## config.mk

```make
export PLATFORM = sky130hd
export DESIGN_NAME = branch_redirect_unit
export DESIGN_NICKNAME = d
export VERILOG_FILES = /design/src/rtl/riscv_pkg.sv /design/src/rtl/branch_redirect_unit_sat_counter.sv /design/src/rtl/branch_redirect_unit.sv
export SDC_FILE = /design/constraint.sdc
export NUM_CORES = 1
export LEC_CHECK = 0
export CAP_MARGIN = 5
export CORE_ASPECT_RATIO = 0.8
export CORE_UTILIZATION = 37
export DETAILED_ROUTE_END_ITERATION = 12
export PLACE_DENSITY_LB_ADDON = 0.2
export SETUP_SLACK_MARGIN = 0.15
export SYNTH_ARGS = -nofsm -noshare
export SYNTH_HDL_FRONTEND = slang
export SYNTH_SLANG_ARGS = --single-unit
```

## constraint.sdc

```tcl
create_clock -name clk -period 2 [get_ports clk]
set_input_delay 0.4 -clock clk [delete_from_list [all_inputs] [get_ports clk]]
set_output_delay 0.4 -clock clk [all_outputs]
set_load 0.01 [all_outputs]
```

## src/rtl/riscv_pkg.sv

```systemverilog
// Shared RISC-V definitions: opcode constants and the redirect FSM state type.
package riscv_pkg;
  localparam logic [4:0] OP_BRANCH = 5'b11000;
  localparam logic [4:0] OP_JAL    = 5'b11011;
  localparam logic [4:0] OP_JALR   = 5'b11001;

  typedef enum logic [1:0] {
    ST_IDLE     = 2'd0,
    ST_REDIRECT = 2'd1,
    ST_HOLD     = 2'd2
  } redir_state_e;
endpackage

```

## src/rtl/branch_redirect_unit_sat_counter.sv

```systemverilog
// Saturating up-counter; sticks at all-ones.
module sat_counter #(
  parameter int W = 32
) (
  input  logic         clk,
  input  logic         rst,
  input  logic         inc,
  output logic [W-1:0] count
);
  logic [W-1:0] r_count;

  always_ff @(posedge clk or negedge rst) begin
    if (!rst) begin
      r_count <= '0;
    end else if (inc && (r_count != '1)) begin
      r_count <= r_count + 1'b1;
    end
  end

  assign count = r_count;
endmodule

```

## src/rtl/branch_redirect_unit.sv

```systemverilog
// EX-stage control-transfer resolution: registered PC redirect, flushes
// and branch performance counters for a predict-not-taken front end.
module branch_redirect_unit
  import riscv_pkg::*;
#(
  parameter int XLEN  = 32,
  parameter int CNT_W = 32
) (
  input  logic             clk,
  input  logic             rst,
  input  logic             ex_valid,
  input  logic [4:0]       ex_opcode,
  input  logic             ex_decision,
  input  logic [XLEN-1:0]  ex_pc,
  input  logic [XLEN-1:0]  ex_imm,
  input  logic [XLEN-1:0]  ex_rs1,
  input  logic             if_stall,
  output logic             redirect_valid,
  output logic [XLEN-1:0]  redirect_pc,
  output logic             target_misalig,
  output logic             flush_ifid,
  output logic             flush_idex,
  output logic             squash_ex,
  output logic             busy,
  output logic [CNT_W-1:0] br_count,
  output logic [CNT_W-1:0] taken_count
);
  redir_state_e    r_state;
  redir_state_e    w_next;
  logic [XLEN-1:0] r_target;

  logic            w_is_br;
  logic            w_is_jal;
  logic            w_is_jalr;
  logic            w_accept;
  logic            w_taken;
  logic            w_br_inc;
  logic            w_tk_inc;
  logic [XLEN-1:0] w_base;
  logic [XLEN-1:0] w_sum;
  logic [XLEN-1:0] w_target;
  logic            w_active;

  assign w_is_br   = (ex_opcode == OP_BRANCH);
  assign w_is_jal  = (ex_opcode == OP_JAL);
  assign w_is_jalr = (ex_opcode == OP_JALR);

  // EX inputs outside IDLE belong to the wrong path
  assign w_accept = (r_state == ST_IDLE) && ex_valid;
  assign w_taken  = w_accept &&
                    ((w_is_br && ex_decision) || w_is_jal || w_is_jalr);

  assign w_base   = w_is_jalr ? ex_rs1 : ex_pc;
  assign w_sum    = w_base + ex_imm;
  assign w_target = w_is_jalr ? {w_sum[XLEN-1:1], 1'b0} : w_sum;

  assign w_br_inc = w_accept && w_is_br;
  assign w_tk_inc = w_br_inc && ex_decision;

  always_ff @(posedge clk or negedge rst) begin
    if (!rst) begin
      r_state  <= ST_IDLE;
      r_target <= '0;
    end else begin
      r_state <= w_next;
      if (w_taken) begin
        r_target <= w_target;
      end
    end
  end

  always_comb begin
    w_next = r_state;
    unique case (r_state)
      ST_IDLE: begin
        if (w_taken) w_next = ST_REDIRECT;
      end
      ST_REDIRECT,
      ST_HOLD: begin
        w_next = if_stall ? ST_HOLD : ST_IDLE;
      end
      default: w_next = ST_IDLE;
    endcase
  end

  assign w_active       = (r_state != ST_IDLE);
  assign redirect_valid = w_active;
  assign flush_ifid     = w_active;
  assign flush_idex     = w_active;
  assign squash_ex      = w_active;
  assign busy           = w_active;
  assign redirect_pc    = r_target;
  assign target_misalig = w_active && r_target[1];

  sat_counter #(.W(CNT_W)) u_br_cnt (
    .clk   (clk),
    .rst   (rst),
    .inc   (w_br_inc),
    .count (br_count)
  );

  sat_counter #(.W(CNT_W)) u_tk_cnt (
    .clk   (clk),
    .rst   (rst),
    .inc   (w_tk_inc),
    .count (taken_count)
  );
endmodule

```

[Word level (Yosys, flattened, before mapping)]
Cells that the tools add are included.
Cells by class
  add/sub/neg operators: 3
  equality and inequality tests: 8
  multiplexer cells: 5
  reduce and logical (&&, ||, !) cells: 13
Operators by type and width (number)
  32-bit by 1-bit adder with 32-bit output, second input constant: 2
  32-bit inequality test, second input constant: 2
  32-bit adder: 1
  32-bit two-way mux: 1
  5-bit == test, second input constant: 3
  1-bit logical AND: 8
  2-bit two-way mux: 2
  2-bit one-hot mux with 2 select lines: 1
  2-bit by 1-bit == test with 1-bit output, second input constant: 1
  2-bit == test, second input constant: 1
  2-bit zero test: 1
  1-bit logical OR: 2
  2-bit inequality test, second input constant: 1
  2-bit nonzero test: 1
  2-bit OR reduction: 1
  1-bit two-way mux: 1
Storage, ports and cells
  register bits after elaboration: 98
  input bits: 106
  output and inout bits: 102

[Logic depth before layout (Yosys ltp)]
  depth in word-level cells: 7
  gate-level depth with buffers: 16
  mapped depth without buffers: 14

[Hierarchy]
From an unflattened synthesis, not the netlist that was laid out.
Second synthesis, totals
  cells, all modules: 718
  area total of the unflattened synthesis: 6721.4 um2
Modules (own cells, without submodules)
  branch_redirect_unit: instances 1, cells an instance 416, area an instance 3473.3 um2
  sat_counter: instances 2, cells an instance 151, area an instance 1624.1 um2

[Worst setup path before layout]
No wires, ideal clock.
  path kind: input to register
  from: input ex_opcode[2]
  to: register r_target[22], in the netlist redirect_pc[22]
  arrival: 3615 ps
  data required time: 1869 ps
  setup slack: -1746 ps
  stages: 16
  path buffers: 2
  cells stage by stage: and3b_1 > and3b_1 > clkbuf_1 > clkbuf_1 > mux2_2 > ha_1 > inv_1 > fa_1 > nor2b_1 > o211ai_1 > a31oi_1 > a2111o_1 > a21bo_2 > a221oi_2 > xor2_1 > o21ai_1
On the way
  cells in the longest elaborated chain, start to end: 5
RTL lines
  start: declaration: line branch_redirect_unit.sv:12  | input logic [4:0] ex_opcode,
  parallel branches: the longest is 5 deep, another holds 32-bit adder
  end signal: assignment: line branch_redirect_unit.sv:67  | r_target <= w_target;
  end: declaration: line branch_redirect_unit.sv:30  | logic [XLEN-1:0] r_target;
Parallel ways; which one is timed is not known.
A chain may end at the register's enable or synchronous reset.

[Worst setup path in the final report]
Same ends and word-level chain as after synthesis.

==> impl_metrics.ini <==
[die]
fp.coreArea_um2 = 16710
die_h_um = 119.6
rows = 42
start_util_pct = 38.30
io_pins = 208
fp.dieW_um = 149.1
die-area_um2 = 17830

[yosys]
synth_area_leaders = dfrtp_1 (38%), xnor2_1 (7.7%), ha_1 (7.4%)
synth_ff_type = dfrtp_1
synth_area_per_cell_um2 = 9.304
syn_inst = 688
async_reset_ff_share_pct = 100.0
ys_ff_latch = 98
synth_top_area_share_pct = 38.31
synth_cell_types = 63
syn_area_um2 = 6401
synth-edff-count = 0
synthesis.nets = 833
yosysWarnings = 0
ys_seq_area_share_pct = 38.31
synth_top_area_cell = dfrtp_1

[clocking]
clk_pin_slew_ns = 0.08
clkLatencyLatePin_ns = 0.36
cts_tree = yes
clock_path_buffers = 2
cts_hold_buf = 0
cts_made_buffers = 9
cts-root-buf = clkbuf_16
clkSinkCount = 98
htree_levels = 3

[finish]
area.growth.synth_to_final_pct = 87.78
drive_above_1_share_pct = 42.83
design_area_um2 = 12020
layout.nets = 1235
final_util_pct = 71.93
final_cell_mix = clkdlybuf4s50_1 (189), buf_4 (188), dfrtp_1 (86)
layout_commonest_cell = clkdlybuf4s50_1
diodes = 0
fillers = 1216

[critical_path]
critPathCaptureType = flop
path_max_fanout = 6
cp_common_cell = and3b_2
reg2reg_from = u_br_cnt.count[12]$_DFFE_PN0P_
path_class = in -> reg
cp-startpoint = ex_opcode[2]
crit_path_start_kind = primary input
max_stage_delay_ns = 0.36
slowest_stage = a2111o_1
required_ns = 2.24
path_cells = buf_6 -> and3b_2 -> and3b_2 -> buf_12 -> mux2_4 -> ha_4 -> inv_2 -> fa_2 -> nor2b_2 -> o211ai_1 -> a31oi_1 -> a2111o_1 -> a21bo_4 -> a221oi_2 -> xor2_1 -> o21ai_1
arrival_ns = 3.39

[route]
drc = 0
wire_per_inst_um = 16.71
drt_iter0_drc = 277
first_pass_iters = 5
via_per_inst = 5.119
antenna_left = 0
num_vias = 6732
totalWireLength_um = 21980

[place]
place.gp.congestion = 0.9661
placed_cell_area_um2 = 10350
port_buffers = 207
hpwl_um = 15780

[global_routing]
grt_max_degree = 42
grt_use_total_pct = 24.03
grt_pass1_vias = 6594
grt_pass1_wl_um = 33620
overflow = 0
grt_antenna_before_repair = 0

[timing]
slew_viol_final = 0
fin_crit_ns = 3.145
worst_slack_ns = -1.145
rsz0062_at_grt = yes
period_share_pct = 157.3
setup_violations = 31
hold_viol_final = 0
fmax_mhz = 317.9
max-slew-margin-rel_pct = 65.92
worst_pin_slew_ns = 0.5112
clock_skew_ns = 0.009969

[hold_path]
hp-class = in -> async

[power_and_ir_drop]
p_clk_share_pct = 23.0
p_comb_share_pct = 42.6
switching_share_pct = 33.72
switchingPower_mw = 2.567
p_leak_nw = 5.416
pwr-share-seq_pct = 34.4
power.density_nw_per_um2 = 633.4
internal_power_mw = 5.046
ir_drop_v = 0.0005134

[job]
maxCapViolCount = 0

[status]
status = finished, violations left
violations = setup timing
==> metal layers <==
metal | wire [um] | GRT usage, %
met1 | 10360 | 34.67
met2 | 10150 | 36.80
met3 | 1230 | 4.905
met4 | 235 | 5.166
met5 | 0 | 0
==> power groups by stage <==
stage	Combinational (mW)	Sequential [mW]	Clock, mW
final	3.24	2.62	1.75
after CTS	3.11	2.62	1.79
after global placement	2.90	2.64	0
after global routing	3.50	2.66	1.86
after floorplan	1.11	2.76	0
after detailed placement	2.95	2.63	0
==> kinds of logic (layout without fill, tap and decap cells) <==
logic type / count (synthesis) / in the layout / synth area share (%)
flip-flops: 98 / 98 / 38.31
AO/OA/AOI/OAI: 133 / 133 / 13.12
buffers and inverters: 45 / 452 / 2.912
adder cells (fa/ha/maj): 39 / 39 / 7.740
multiplexers: 34 / 34 / 5.942
XOR/XNOR: 88 / 88 / 12.04
AND/OR/NAND/NOR: 251 / 251 / 19.94
==> cell usage after synthesis (all sizes together), types with 24 or more instances <==
| cell type | instances |
|---|---|
| a21oi | 37 |
| nor2 | 31 |
| nand2 | 88 |
| xor2 | 32 |
| clkbuf | 24 |
| dfrtp | 98 |
| ha | 38 |
| xnor2 | 56 |
| nand3 | 30 |
| mux2 | 32 |
| nand4 | 31 |
| o21ai | 47 |
==> path summary, 6_finish.rpt <==
| check | to | slack [ns] | depth (start not counted) |
|---|---|---|---|
| max | redirect_pc[22]$_DFFE_PN0P_ | -1.15 | 16 |
| min | redirect_pc[23]$_DFFE_PN0P_ | 0.01 | 1 |
| max reg2reg | u_br_cnt.count[0]$_DFFE_PN0P_ | 0 | 9 |
| min reg2reg | redirect_pc[19]$_DFFE_PN0P_ | 0.48 | 2 |
| max in group asynchronous | u_tk_cnt.count[31]$_DFFE_PN0P_ | 1.35 | 2 |
| min in group clk | redirect_pc[19]$_DFFE_PN0P_ | 0.48 | 2 |
==> registers in the layout (all words and copies together), names as in the netlist <==
| signal | count |
|---|---|
| r_state | 2 |
| redirect_pc | 32 |
| u_br_cnt.count | 32 |
| u_tk_cnt.count | 32 |
==> timing repair <==
item	in CTS	in global routing
setup buffers	25	24
resized for setup	119	125
pin swaps	48	87
endpoints found under the setup margin	85	103
==> stage by stage <==
| stage | power, mW | worst slack, ns | instances | setup TNS [ns] | hold WS [ns] |
|---|---|---|---|---|---|
| final | 7.613 | -1.145 | 1315 | -23.72 | 0.01076 |
| after global placement | 5.545 | -1.906 | 1250 | -57.90 | 0.4056 |
| after floorplan | 3.868 | -1.266 | 688 | -24.65 | 0.1044 |
| after global routing | 8.024 | -1.252 | 1315 | -27.72 | 0.03603 |
| after detailed placement | 5.584 | -1.947 | 1250 | -60.41 | 0.4098 |
| after CTS | 7.519 | -1.236 | 1291 | -24.45 | 0.02062 |
==> worst max-delay path, delay by kind of cell <==
kind            cells  cell delay [ns]
simple gates        3             0.53
fa+ha+maj           2             0.37
compound gates      6             1.31
xor+xnor            1             0.18
mux                 1             0.31
buf+inv             3             0.27
==> area by class of cell <==
class / instances / area, um^2 / area share (%)
multi-input combinational: 545 / 5129 / 42.67
timing repair buffer: 421 / 3796 / 31.58
sequential: 98 / 2467 / 20.53
tap: 220 / 275.3 / 2.290
clock buffer: 9 / 225.2 / 1.874
clock inverter: 7 / 71.32 / 0.5933
inverter: 15 / 56.30 / 0.4684
Power figures use the tool's default switching activity.
